[src/rtl/washing_machine_if.sv]
// washing_machine_if: front-panel, sensor and actuator signals of the washing machine.
interface washing_machine_if;
    logic [1:0] SELECTOR;
    logic       START;
    logic       WATER_LEVEL_SENSOR;
    logic       TEMP_SENSOR;
    logic       DOOR_LOCK;
    logic       WATER_VALVE;
    logic       DETERGENT_HATCH;
    logic       WATER_HEATER;
    logic       DRUM_MOTOR;
    logic       WATER_PUMP;
    logic [2:0] CURRENT_STATE;
    modport master (
        output SELECTOR, START, WATER_LEVEL_SENSOR, TEMP_SENSOR,
        input  DOOR_LOCK, WATER_VALVE, DETERGENT_HATCH, WATER_HEATER, DRUM_MOTOR, WATER_PUMP, CURRENT_STATE
    );
    modport slave (
        input  SELECTOR, START, WATER_LEVEL_SENSOR, TEMP_SENSOR,
        output DOOR_LOCK, WATER_VALVE, DETERGENT_HATCH, WATER_HEATER, DRUM_MOTOR, WATER_PUMP, CURRENT_STATE
    );
endinterface

[src/rtl/washing_machine.sv]
// washing_machine: Moore FSM sequencing lock, fill, optional heat, wash, drain, spin and unlock.
module washing_machine #(
    parameter int WASH_UNIT    = 8,
    parameter int DRAIN_CYCLES = 16,
    parameter int SPIN_CYCLES  = 16
) (
    input logic              clk,
    input logic              rst_n,
    washing_machine_if.slave bus
);
    typedef enum logic [2:0] {IDLE, FILL, HEAT, WASH, DRAIN, SPIN, DONE} state_t;
    state_t     state, nxt;
    logic [7:0] cnt;
    logic [1:0] prog;
    logic [7:0] wash_len;
    logic       timed;
    assign wash_len = 8'(WASH_UNIT) * (8'(prog) + 8'd1);
    assign timed    = state inside {WASH, DRAIN, SPIN};
    always_comb begin
        nxt = state;
        case (state)
            IDLE:    nxt = bus.START ? FILL : IDLE;
            FILL:    nxt = bus.WATER_LEVEL_SENSOR ? (prog[1] ? HEAT : WASH) : FILL;
            HEAT:    nxt = bus.TEMP_SENSOR ? WASH : HEAT;
            WASH:    nxt = (cnt == wash_len - 8'd1) ? DRAIN : WASH;
            DRAIN:   nxt = (cnt == 8'(DRAIN_CYCLES - 1)) ? SPIN : DRAIN;
            SPIN:    nxt = (cnt == 8'(SPIN_CYCLES - 1)) ? DONE : SPIN;
            default: nxt = IDLE;
        endcase
    end
    always_ff @(posedge clk) begin
        if (!rst_n) begin
            state <= IDLE;
            cnt   <= 8'd0;
            prog  <= 2'b00;
        end else begin
            state <= nxt;
            cnt   <= (nxt != state) ? 8'd0 : cnt + {7'd0, timed};
            if (state == IDLE && bus.START) prog <= bus.SELECTOR;
        end
    end
    // Pure state decode: no input reaches an output combinationally.
    assign bus.DOOR_LOCK       = state inside {FILL, HEAT, WASH, DRAIN, SPIN};
    assign bus.WATER_VALVE     = state == FILL;
    assign bus.DETERGENT_HATCH = state == FILL;
    assign bus.WATER_HEATER    = state == HEAT;
    assign bus.DRUM_MOTOR      = state inside {WASH, SPIN};
    assign bus.WATER_PUMP      = state inside {DRAIN, SPIN};
    assign bus.CURRENT_STATE   = state;
endmodule

[src/flat_wrapper.sv]
// flat-port wrapper written by rule: the top's interface ports become plain ports
module washing_machine_flat 
#(
    parameter int WASH_UNIT    = 8,
    parameter int DRAIN_CYCLES = 16,
    parameter int SPIN_CYCLES  = 16
)
  (clk, rst_n, bus_SELECTOR, bus_START, bus_WATER_LEVEL_SENSOR, bus_TEMP_SENSOR, bus_DOOR_LOCK, bus_WATER_VALVE, bus_DETERGENT_HATCH, bus_WATER_HEATER, bus_DRUM_MOTOR, bus_WATER_PUMP, bus_CURRENT_STATE);
  washing_machine_if bus_i ();
  input logic clk;
  input logic rst_n;
  input wire logic [$bits(bus_i.SELECTOR)-1:0] bus_SELECTOR;
  input wire logic [$bits(bus_i.START)-1:0] bus_START;
  input wire logic [$bits(bus_i.WATER_LEVEL_SENSOR)-1:0] bus_WATER_LEVEL_SENSOR;
  input wire logic [$bits(bus_i.TEMP_SENSOR)-1:0] bus_TEMP_SENSOR;
  output wire logic [$bits(bus_i.DOOR_LOCK)-1:0] bus_DOOR_LOCK;
  output wire logic [$bits(bus_i.WATER_VALVE)-1:0] bus_WATER_VALVE;
  output wire logic [$bits(bus_i.DETERGENT_HATCH)-1:0] bus_DETERGENT_HATCH;
  output wire logic [$bits(bus_i.WATER_HEATER)-1:0] bus_WATER_HEATER;
  output wire logic [$bits(bus_i.DRUM_MOTOR)-1:0] bus_DRUM_MOTOR;
  output wire logic [$bits(bus_i.WATER_PUMP)-1:0] bus_WATER_PUMP;
  output wire logic [$bits(bus_i.CURRENT_STATE)-1:0] bus_CURRENT_STATE;
  assign bus_i.SELECTOR = bus_SELECTOR;
  assign bus_i.START = bus_START;
  assign bus_i.WATER_LEVEL_SENSOR = bus_WATER_LEVEL_SENSOR;
  assign bus_i.TEMP_SENSOR = bus_TEMP_SENSOR;
  assign bus_DOOR_LOCK = bus_i.DOOR_LOCK;
  assign bus_WATER_VALVE = bus_i.WATER_VALVE;
  assign bus_DETERGENT_HATCH = bus_i.DETERGENT_HATCH;
  assign bus_WATER_HEATER = bus_i.WATER_HEATER;
  assign bus_DRUM_MOTOR = bus_i.DRUM_MOTOR;
  assign bus_WATER_PUMP = bus_i.WATER_PUMP;
  assign bus_CURRENT_STATE = bus_i.CURRENT_STATE;
  washing_machine #(.WASH_UNIT(WASH_UNIT), .DRAIN_CYCLES(DRAIN_CYCLES), .SPIN_CYCLES(SPIN_CYCLES)) u_core (.clk(clk), .rst_n(rst_n), .bus(bus_i));
endmodule
[config.mk]
export PLATFORM = sky130hd
export DESIGN_NAME = washing_machine_flat
export DESIGN_NICKNAME = d
export VERILOG_FILES = /design/src/rtl/washing_machine_if.sv /design/src/rtl/washing_machine.sv /design/src/flat_wrapper.sv
export SDC_FILE = /design/constraint.sdc
export NUM_CORES = 1
export LEC_CHECK = 0
export CAP_MARGIN = 20
export CORE_MARGIN = 3
export CORE_UTILIZATION = 44
export CTS_CLUSTER_SIZE = 28
export DETAILED_ROUTE_END_ITERATION = 6
export GPL_TIMING_DRIVEN = 0
export PLACE_DENSITY = 0.72
export SLEW_MARGIN = 20
export SYNTH_ARGS = -nofsm -noshare
export SYNTH_HDL_FRONTEND = slang
export SYNTH_SLANG_ARGS = --single-unit
[constraint.sdc]
create_clock -name clk -period 1.7 [get_ports clk]
set_clock_uncertainty 0.15 [all_clocks]
set_input_delay 0.425 -clock clk [delete_from_list [all_inputs] [get_ports clk]]
set_output_delay 0.425 -clock clk [all_outputs]
set_load 0.01 [all_outputs]
-- After elaboration in Yosys (flattened, before gate mapping)
Index checks and enable logic that the tools add are counted.
- register bits after elaboration: 13
- bits of input ports: 7
- output and inout port bits: 9
- logic and storage cells: 30
- add/sub/neg operators: 3
- equality and inequality tests: 8
- mux-type cells: 8
- bitwise logic cells: 1
- reductions and logical operators: 7
- operators with widths (cell ; count):
    one-hot mux 3 bit (6 select lines) ; 1
    adder 8 x 1 -> 8 bit ; 1
    == test 8 x 4 -> 1 bit, second input constant ; 1
    == test 8 bit ; 1
    subtractor 8 x 1 -> 8 bit, second input constant ; 1
    == test 3 x 2 -> 1 bit, second input constant ; 2
    == test 3 bit, second input constant ; 2
    two-way mux 3 bit ; 2
    nonzero test 5 bit ; 1
    two-way mux 1 bit ; 4
    nonzero test 2 bit ; 2
    adder 2 x 1 -> 3 bit, second input constant ; 1
    == test 3 x 1 -> 1 bit, second input constant ; 1
    logical NOT 3 bit ; 1
    inequality test 3 bit ; 1
    nonzero test 3 bit ; 1
    two-way mux 2 bit ; 1
    OR reduction 2 bit ; 1
    logical AND 1 bit ; 1
    NOT 1 bit ; 1

-- Logic depth before layout (Yosys ltp)
- depth in word-level cells: 7
- depth in mapped cells: 9
- mapped depth without buffers: 8

-- Least setup slack after synthesis
No wires, ideal clock.
- path type: register -> register
- from: register u_core.state[0], in the netlist u_core.bus.CURRENT_STATE[0]
- to: register u_core.cnt[4]
- library setup time: 0.078 ns
- arrival: 1.661 ns
- data required time: 1.472 ns
- setup slack: -0.189 ns
- stages on the path, launching flop included: 9
- buffers on the path: 1
- period minus slack after synthesis: 1.889 ns
- cell sequence: dfxtp_1 clkbuf_1 nand2b_1 o21ai_0 ha_1 ha_1 nand3_1 xor2_1 nor3_1
- word-level cells in the longest chain between the ends: 4
- elaborated cells between the ends (all ways): 11
- those cells by class: add/sub (1); eq/ne (6); mux (1); reduce/logical (3)
- ends and longest elaborated chain (element ; line ; RTL):
    start: declaration ; washing_machine.sv:12 ; state_t state, nxt;
    start signal: assignment ; washing_machine.sv:37 ; state <= nxt;
    parallel branches: the longest is 4 deep, another holds adder 8 x 1 -> 8 bit ; - ;
    end signal: assignment ; washing_machine.sv:38 ; cnt <= (nxt != state) ? 8'd0 : cnt + {7'd0, timed};
    end: declaration ; washing_machine.sv:13 ; logic [7:0] cnt;
Several ways; the timed one is not identified.
A chain may end at the register's enable or synchronous reset.

-- Worst setup path in the final report
- from: register u_core.prog[1]
- to: register u_core.state[2], in the netlist u_core.bus.CURRENT_STATE[2]
- word-level cells in the longest chain between the ends: 5
- ends and longest elaborated chain (element ; line ; RTL):
    start: declaration ; washing_machine.sv:14 ; logic [1:0] prog;
    start signal: assignment ; washing_machine.sv:39 ; if (state == IDLE && bus.START) prog <= bus.SELECTOR;
    adder 2 x 1 -> 3 bit ; washing_machine.sv:17 ; assign wash_len = 8'(WASH_UNIT) * (8'(prog) + 8'd1);
    subtractor 8 x 1 -> 8 bit ; washing_machine.sv:25 ; WASH: nxt = (cnt == wash_len - 8'd1) ? DRAIN : WASH;
    == test 8 bit ; washing_machine.sv:25 ;
    two-way mux 3 bit ; washing_machine.sv:25 ;
    one-hot mux 3 bit (6 select lines) ; washing_machine.sv:21 ; case (state)
Every way passes these cells.

==> impl_metrics.yaml <==
detailed_routing:
  dr_total_vias: 823
  post_drt_wl_per_cell_um: 17.3
  postRouteAntennaNets: 0
  wirelength_um: 2410
  vias_per_cell: 5.92
  drcViolationCount: 0
  length_of_the_first_detailed_routing_pass_in_iterations: 4
  initialDrtViolationCount: 15
clocking:
  h_tree_lvl_count: 1
  cts.sinks: 13
  clock-root-buffer: "clkbuf_4"
  tritoncts_clock_tree: "built"
  cts_max_path_buffers: 2
  worstSkewPairLatency_ns: 0.28
  cts_hold_bufs: 0
  tritoncts.num_buffers: 3
  cts.reportedPaths.clkPinSlew_ns: 0.09
placed_design:
  gp_congestion: 0.806
  post_dp_cell_area_sq_um: 978
  hpwl_um: 1210
  portBuffers: 15
  pre_cts_slack_ns: -0.306
timing:
  min_period_over_period_pct: 108
  timing_hold_violations_final: 0
  fin_crit_ns: 1.83
  hold_slack_ns: 0.406
  rsz0062_at_grt: "true"
  max_freq_ghz: 0.546
  max_slew_margin_pct: 64.0
  setup-violations-final: 18
  maxSlewViolCount: 0
  worst_pin_slew_ns: 0.535
  finalWorstSetupSlack_ns: -0.133
synth:
  synth_area_leaders: "dfxtp_1, mux2i_1, nor3_1, ha_1, xor2_1"
  syn-mean-instance-area_sq_um: 8.53
  yosysUniqueCellTypes: 33
  synth-seq-cells: 13
  synth_most_common_cell: "dfxtp_1"
  synth-main-ff-cell: "dfxtp_1"
  mappedNetlistArea_sq_um: 759
  yosys_warnings: 0
  async_flop_share_pct: 0
  synthCells: 89
  mappedNetlistNets: 99
  synth_top_cells_by_count: "dfxtp_1, nor3_1, nand2_1, nor2_1, nand3_1"
  synth_largest_area_cell: "dfxtp_1"
  number_of_enable_flip_flop_cells_after_synthesis: 0
  synth_top_area_share_pct: 34.3
  yosysSeqAreaShare_pct: 34.3
final_layout:
  nFillCells: 87
  finish.net_count: 134
  flow.area_growth_from_synthesis_pct: 69.9
  num_antenna_cells: 0
  utilization_after_layout_pct: 82.7
  finish.instance_area_sq_um: 1290
  share_of_final_layout_standard_cells_stronger_than_drive_strength_1_pct: 53.7
critical_path:
  worstSetupEndpoint: "u_core.bus.CURRENT_STATE[2]"
  worst_path_largest_cell_delay_ns: 0.51
  cpMaxStageDelayCell: "or4_4"
  r2r.worst_path.cells: 6
  worst-setup-path-type: "register to register"
  rr_startpoint: "u_core.prog[1]"
  timing.critical_path.from: "u_core.prog[1]"
  worstPathArrival_ns: 1.90
  path_max_fanout: 4
  worstReg2RegEnd: "u_core.bus.CURRENT_STATE[2]"
  worstPathCellList: "inv_2 -> ha_4 -> xnor2_2 -> mux2i_2 -> or4_4 -> a21oi_2"
  crit_family: "simple AND/OR/NAND/NOR gates"
  critPathRequiredTime_ns: 1.76
  crit_path_cell_count: 6
  reg2reg_slack_ns: -0.13
  worstSetupStartpointType: "register"
  worst_setup_path_end_kind: "register"
  path_buf_inv: 1
die:
  placement_rows: 14
  die-area_sq_um: 2260
  initial_core_util_pct: 48.7
  die_y_um: 47.5
  die-width_um: 47.5
  coreArea_sq_um: 1560
  ios: 16
global_route:
  grtUsageTotal_pct: 19.3
  global_route.overflow_total: 0
  first_pass_grt_wire_length_um: 3040
  grt_start_max_net_pins: 11
  grt_antenna_before_repair: 0
  first_global_vias: 743
power_and_ir_drop:
  worst_ir_drop_vdd_v: 0.000503
  power_leakage_nw: 0.517
  power_density_nw_per_um2: 624
  power_uw: 805
flow_run:
  max_cap_viol_count: 0
outcome:
  outcome: "finished with violations"
  failed_checks: "negative setup slack"
min_path:
  worstHoldPathType: "register to register"
-- report_power, final --
| part | internal, mW | leakage [nW] | switching (mW) |
|---|---|---|---|
| sequential | 0.316 | 0.108 | 0.00814 |
| clock | 0.0874 | 0.0177 | 0.106 |
| combinational | 0.152 | 0.391 | 0.135 |
| total | 0.555 | 0.517 | 0.250 |
-- metal layers --
metal	share of wire [%]	vias up	wire (um)	GRT usage, %
met1	38	406	921	21.0
met5	0	-	0	0
li1	-	381	-	-
met2	54	27	1310	34.5
met4	3.1	0	75	13.4
met3	4.5	9	108	2.26
-- cells in the final DEF, fill, tap and decap left out, types with 2 or more instances in the layout --
cell / synthesis / routed
a21oi_1: 3 / 2
nand3_1: 5 / 3
xnor2_2: 0 / 2
clkdlybuf4s50_1: 0 / 6
dlygate4sd2_1: 0 / 3
dfxtp_2: 0 / 7
xor2_1: 4 / 4
nand2b_4: 0 / 3
nor3_1: 8 / 7
clkbuf_4: 0 / 3
ha_4: 0 / 3
buf_8: 0 / 2
and3b_1: 2 / 2
nor3b_2: 0 / 3
buf_6: 0 / 7
and3_1: 2 / 2
nand2_1: 6 / 5
buf_4: 1 / 11
inv_2: 1 / 3
mux2i_1: 4 / 3
nand3_2: 0 / 2
buf_2: 2 / 4
dfxtp_1: 13 / 6
nor2_1: 6 / 4
-- cells by family after synthesis --
kind of cell,synth area share (%)
xor gates and xnor gates,8.07
buffers and inverters,5.27
and+or+nand+nor,29.0
muxes,5.27
DFF,34.3
adders and majority gates,4.94
AOI/OAI and AO/OA,13.2
-- state kept, by name, indices dropped and copies added (netlist names) --
| signal | count |
|---|---|
| u_core.cnt | 8 |
| u_core.bus.CURRENT_STATE | 3 |
| u_core.prog | 2 |
-- through the flow --
| step | cells | TNS (ns) |
|---|---|---|
| 4_1_cts | 137 | -0.666 |
| 3_5_place_dp | 120 | -4.10 |
| 5_1_grt | 139 | -2.27 |
| 2_1_floorplan | 89 | -0.239 |
| 6_report | 139 | -1.24 |
| 3_3_place_gp | 120 | -3.74 |
-- cell type report --
type	instances	area (sq um)	share of cell area (%)
plain buffers	4	52.6	4.07
clock buffers	3	22.5	1.75
clock inverters	1	5.00	0.388
inverters	5	26.3	2.04
multi-input cells	67	629	48.8
flip-flops and latches	13	269	20.9
well taps	16	20.0	1.55
repair buffers	30	265	20.6
-- timing repair --
item                       in CTS  in global routing
resized for setup              61                 16
setup buffers                  13                  2
pin swaps                      14                  5
setup endpoints to repair      19                 16
hold endpoints to repair        0                  0
-- worst register-to-register path, delay by kind of cell (launching register included) --
kind / cells / cell delay, ns
simple gates: 1 / 0.51
flops: 1 / 0.34
fa+ha+maj: 1 / 0.23
mux: 1 / 0.20
compound gates: 1 / 0.16
xor+xnor: 1 / 0.13
buf+inv: 1 / 0.04
-- worst min path at each step --
stage | startpoint | end | slack, ns | cells past startpoint
3_3_place_gp | u_core.prog[1] | u_core.prog[1] | 0.35 | 2
4_1_cts | u_core.cnt[7] | u_core.cnt[7] | 0.40 | 2
2_1_floorplan | u_core.prog[1] | u_core.prog[1] | 0.32 | 2
6_report | u_core.cnt[7] | u_core.cnt[7] | 0.41 | 2
5_1_grt | u_core.cnt[7] | u_core.cnt[7] | 0.42 | 2
3_5_place_dp | u_core.prog[1] | u_core.prog[1] | 0.36 | 2
Power figures use the tool's default switching activity.
==> edit 1, RTL diff (same flow settings) <==
Reset style: asynchronous (`rst_n`), changed in one clocked block.
--- a/src/rtl/washing_machine.sv
+++ b/src/rtl/washing_machine.sv
@@ -28,7 +28,7 @@
             default: nxt = IDLE;
         endcase
     end
-    always_ff @(posedge clk) begin
+    always_ff @(posedge clk or negedge rst_n) begin
         if (!rst_n) begin
             state <= IDLE;
             cnt   <= 8'd0;
Check against the original RTL: differs if rst_n is asserted again (counterexample within 4 cycles, from zero or initial values and one cycle with rst_n low); with rst_n held inactive, the same outputs for 10 cycles.
==> edit 1 against the original RTL <==
The flow still finishes with violations (setup timing); final area grew 14%; sequential cell count is the same; fmax shrank 7.1%; synthesized area grew 8.6%; wire length grew 8.3%; count of clock-buffer cells in the layout grew 1; die area grew 7.5%; setup slack lost 140 ps; cell count grew 16%; sequential share of layout area grew 1.4 points; critical endpoint is now u_core.cnt[1].
Power is not compared: it rests on default switching activity, and its combinational part moved more than twofold at a synthesized area within 25%.
==> edit 1: results (changes against the original RTL) <==
stage;metric;value;unit;change
detailed_routing;finalWirelength;2610;um;was 2410 um
timing;layout_setup_ws;-272;ps;was -133 ps
synthesis;synth_common_cells;dfrtp_1, a21oi_1, nand2_1, nor2_1;;was dfxtp_1, nor3_1, nand2_1, nor2_1, nand3_1
min_path;hold_path_class;in2async;;was reg2reg
placed_design;placed_cells;127;;was 120
final_layout;largest-register;u_core.cnt;;unchanged
synthesis;synth.distinct_cells;36;;was 33
timing;worst_pin_slew;607;ps;was 535 ps
global_route;grt_pass1_vias;891;;was 743
timing;setup_viol;17;;was 18
global_route;grt_max_degree;14;;was 11
global_route;track_usage;23.5;%;was 19.3%
placed_design;hpwl;1220;um;was 1210 um
clock_network;cts_buffers;3;;unchanged
synthesis;syn_avg_cell_area;9.48;sq um;was 8.53 sq um
synthesis;yosysSeqAreaShare;39.5;%;was 34.3%
final_layout;nets;147;;was 134
synthesis;synth_fp_nets;97;;was 99
critical_path;cp_data_arrival_time;1980;ps;was 1900 ps
final_layout;largest_reg_flops;8;;unchanged
synthesis;yosys-top-cells-area;dfrtp_1, a21oi_1, ha_1;;was dfxtp_1, mux2i_1, nor3_1
outcome;status;finished with violations;;unchanged
final_layout;fillerInstances;102;;was 87
outcome;violations;setup timing;;unchanged
final_layout;fin_cells;161;;was 139
clock_network;clk_latency;290;ps;
detailed_routing;dr_total_vias;866;;was 823
global_route;grt_pass1_wl;4220;um;was 3040 um
placed_design;gp_congestion;0.836;;was 0.806
final_layout;drive_gt1_share;56.6;%;was 53.7%
synthesis;async_flop_share;100;%;was 0%
detailed_routing;first_iter_violations;13;;was 15
synthesis;ys.flop_type;dfrtp_1;;was dfxtp_1
## edit 1: cell types whose count changed after synthesis, moves of 3 or more
cell,change
o21ai_0,+3
nor3_1,-7
dfxtp_1,-13
a21oi_1,+6
nand3_1,-3
dfrtp_1,+13
nor2b_1,+3
## edit 1: per-stage QoR
| stage | utilization [%] | TNS [ps] | setup slack, ps | area [sq um] |
|---|---|---|---|---|
| floorplan | - | -1200 | -148 | 882 |
| global placement | 60.9 | -6660 | -590 | 1060 |
| detailed placement | 60.9 | -6900 | -589 | 1060 |
| CTS | 78.4 | -2330 | -186 | 1370 |
| global route | 84.2 | -4510 | -323 | 1470 |
| finish | 84.2 | -3530 | -272 | 1470 |
## edit 1: worst paths after layout
| path | startpoint | end | slack, ps | cells after the start |
|---|---|---|---|---|
| max in group asynchronous | rst_n | u_core.cnt[3] | 600 | 1 |
| min reg2reg | u_core.prog[1] | u_core.prog[1] | 450 | 2 |
| min | rst_n | u_core.bus.CURRENT_STATE[2] | 360 | 1 |
| max reg2reg | u_core.cnt[5] | u_core.cnt[1] | -270 | 5 |
| min in group clk | u_core.prog[1] | u_core.prog[1] | 450 | 2 |
| max | u_core.cnt[5] | u_core.cnt[1] | -270 | 5 |
## edit 1: layer usage
layer / GRT usage [%] / wire [um] / vias up
met1: 24.3 / 987 / 423
met2: 42.0 / 1450 / 28
li1: - / - / 408
met4: 14.7 / 74 / 0
met3: 5.81 / 94 / 7
met5: 0 / 0 / -
## edit 1: cell type report
cell class	count	area [sq um]	share of cell area [%]
Timing Repair Buffer	45	377	25.6
Inverter	4	17.5	1.19
Buffer	4	47.5	3.23
Multi-Input combinational cell	66	643	43.7
Sequential cell	13	328	22.3
Tap cell	25	31.3	2.13
Clock buffer	4	26.3	1.79
## edit 1: logic make-up (layout without fill, tap and decap cells)
group | Yosys count | count (layout) | share of synthesized area, %
DFF | 13 | 13 | 39.5
adders and majority gates | 3 | 3 | 4.55
AOI/OAI and AO/OA | 23 | 23 | 20.0
muxes | 2 | 2 | 2.43
xor gates and xnor gates | 7 | 7 | 7.44
buffers and inverters | 8 | 57 | 4.25
and+or+nand+nor | 31 | 31 | 21.9
## edit 1: timing repair
item	4_1_cts	5_1_grt
setup endpoints to repair	20	19
setup buffers	23	6
gates resized for setup	58	17
pin swaps	10	4
gates cloned	1	0
## edit 1: power groups by stage
stage | logic (W) | clock network, W | registers [W]
final | 0.00171 | 0.000200 | 0.000517
after global routing | 0.00186 | 0.000225 | 0.000535
after CTS | 0.00144 | 0.000202 | 0.000499
after detailed placement | 0.000977 | 0 | 0.000523
after global placement | 0.000968 | 0 | 0.000521
after floorplan | 0.000691 | 0 | 0.000515
==> edit 2, RTL diff (same flow settings) <==
Made on the original files. `DRAIN_CYCLES` is set to 16 in 2 places; all go to 8.
--- a/src/rtl/washing_machine.sv
+++ b/src/rtl/washing_machine.sv
@@ -1,7 +1,7 @@
 // washing_machine: Moore FSM sequencing lock, fill, optional heat, wash, drain, spin and unlock.
 module washing_machine #(
     parameter int WASH_UNIT    = 8,
-    parameter int DRAIN_CYCLES = 16,
+    parameter int DRAIN_CYCLES = 8,
     parameter int SPIN_CYCLES  = 16
 ) (
     input logic              clk,
--- a/src/flat_wrapper.sv
+++ b/src/flat_wrapper.sv
@@ -2,7 +2,7 @@
 module washing_machine_flat 
 #(
     parameter int WASH_UNIT    = 8,
-    parameter int DRAIN_CYCLES = 16,
+    parameter int DRAIN_CYCLES = 8,
     parameter int SPIN_CYCLES  = 16
 )
   (clk, rst_n, bus_SELECTOR, bus_START, bus_WATER_LEVEL_SENSOR, bus_TEMP_SENSOR, bus_DOOR_LOCK, bus_WATER_VALVE, bus_DETERGENT_HATCH, bus_WATER_HEATER, bus_DRUM_MOTOR, bus_WATER_PUMP, bus_CURRENT_STATE);
Check against the original RTL: same outputs for any inputs over 10 cycles, from zero or initial values and one cycle with rst_n low; that may be too few to reach the edited logic, so the function may still have changed.
==> edit 2 against the original RTL <==
Power shrank 7.6%; final area shrank 11%; wire length shrank 30%; critical path type unchanged; synthesized area grew 8.7%; the flow still finishes with violations (setup timing); combinational power shrank 21%; sequential cell count is the same; setup slack lost 78 ps; first-iteration DRC count shrank 27%.
==> edit 2: results (changes against the original RTL) <==
stage;metric;value;unit;change
placed_design;place_ws;-561;ps;was -306 ps
detailed_routing;wl_met1;825;um;was 921 um
placed_design;hpwl;1250;um;was 1210 um
critical_path;crit_start;u_core.cnt[5];;was u_core.prog[1]
critical_path;r2r_cells;5;;was 6
global_route;track_usage;15.4;%;was 19.3%
detailed_routing;first_iter_violations;11;;was 15
global_route;grt_use_met1;20.0;%;was 21.0%
min_path;holdPathEnd;u_core.bus.CURRENT_STATE[2];;was u_core.cnt[7]
final_layout;fillerInstances;162;;was 87
synthesis;yosysSeqAreaShare;31.5;%;was 34.3%
global_route;grt_pass1_wl;2950;um;was 3040 um
global_route;met2_usage;24.8;%;was 34.5%
global_route;use_met3;2.45;%;was 2.26%
critical_path;endpoint;u_core.cnt[6];;was u_core.bus.CURRENT_STATE[2]
detailed_routing;wl_per_cell;11.8;um;was 17.3 um
timing;worst_pin_slew;389;ps;was 535 ps
synthesis;muxShareOfSynthArea;4.85;%;was 5.27%
critical_path;crit_fanout;8;;was 4
detailed_routing;wl_met3;57;um;was 108 um
synthesis;yosys-top-cells-area;dfxtp_1, mux2i_1, nor3_1;;unchanged
timing;setup_viol;16;;was 18
pwr;ir_drop;0.393;mV;was 0.503 mV
outcome;violations;setup timing;;unchanged
global_route;grt_pass1_vias;711;;was 743
timing;layout_setup_ws;-211;ps;was -133 ps
final_layout;drive_gt1_share;37.3;%;was 53.7%
min_path;hold_path_class;in2reg;;was reg2reg
outcome;status;finished with violations;;unchanged
synthesis;synth_compound_area_share;17.3;%;was 13.2%
final_layout;nets;129;;was 134
detailed_routing;met2WireLength;773;um;was 1310 um
placed_design;gp_congestion;0.835;;was 0.806
min_path;min_from;rst_n;;was u_core.cnt[7]
synthesis;syn_avg_cell_area;8.69;sq um;was 8.53 sq um
final_layout;fin_cells;143;;was 139
==> edit 2: changes by cell type in the layout (fill, tap and decap cells not counted), moves of 3 or more <==
cell | before | now
buf_4 | 11 | 7
a21o_1 | 0 | 3
dfxtp_2 | 7 | 4
nor3b_1 | 0 | 3
nor3b_2 | 3 | 0
buf_6 | 7 | 1
==> edit 2: area by class of cell <==
type / count / area [sq um] / share of cell area (%)
plain buffers: 5 / 43.8 / 3.82
clock buffers: 3 / 22.5 / 1.96
clock inverters: 1 / 5.00 / 0.436
inverters: 4 / 15.0 / 1.31
multi-input cells: 73 / 603 / 52.6
flip-flops and latches: 13 / 269 / 23.4
well taps: 25 / 31.3 / 2.73
repair buffers: 19 / 158 / 13.7
==> edit 2: kinds of logic after synthesis <==
kind of cell,after synthesis
and+or+nand+nor,41
AOI/OAI and AO/OA,18
DFF,13
buffers and inverters,9
xor gates and xnor gates,7
muxes,4
adders and majority gates,3
==> edit 2: stage by stage <==
step                instance area (sq um)  TNS (ps)
floorplan                             856      -643
global placement                     1040     -5270
detailed placement                   1040     -5480
CTS                                  1120     -2630
global route                         1150     -3640
finish                               1150     -2390
==> edit 2: power groups by stage <==
stage | clock network, W | logic (W) | registers (W)
detailed placement | 0 | 0.000203 | 0.000327
CTS | 0.000208 | 0.000223 | 0.000319
finish | 0.000198 | 0.000227 | 0.000319
global placement | 0 | 0.000202 | 0.000326
global route | 0.000213 | 0.000247 | 0.000320
floorplan | 0 | 0.000129 | 0.000328
==> edit 2: repair_timing <==
action                     in CTS  in global routing
setup buffers                   2                  2
resized for setup              36                 10
pin swaps                       3                  4
setup endpoints to repair      20                 17
cloned                          0                  0
==> edit 2: critical path, stage by stage (launching register included) <==
cell and delay (ps):
dfxtp_2 330, or4b_4 570, nor4b_4 300, o31a_1 170
o211a_4 210, nor3_1 70
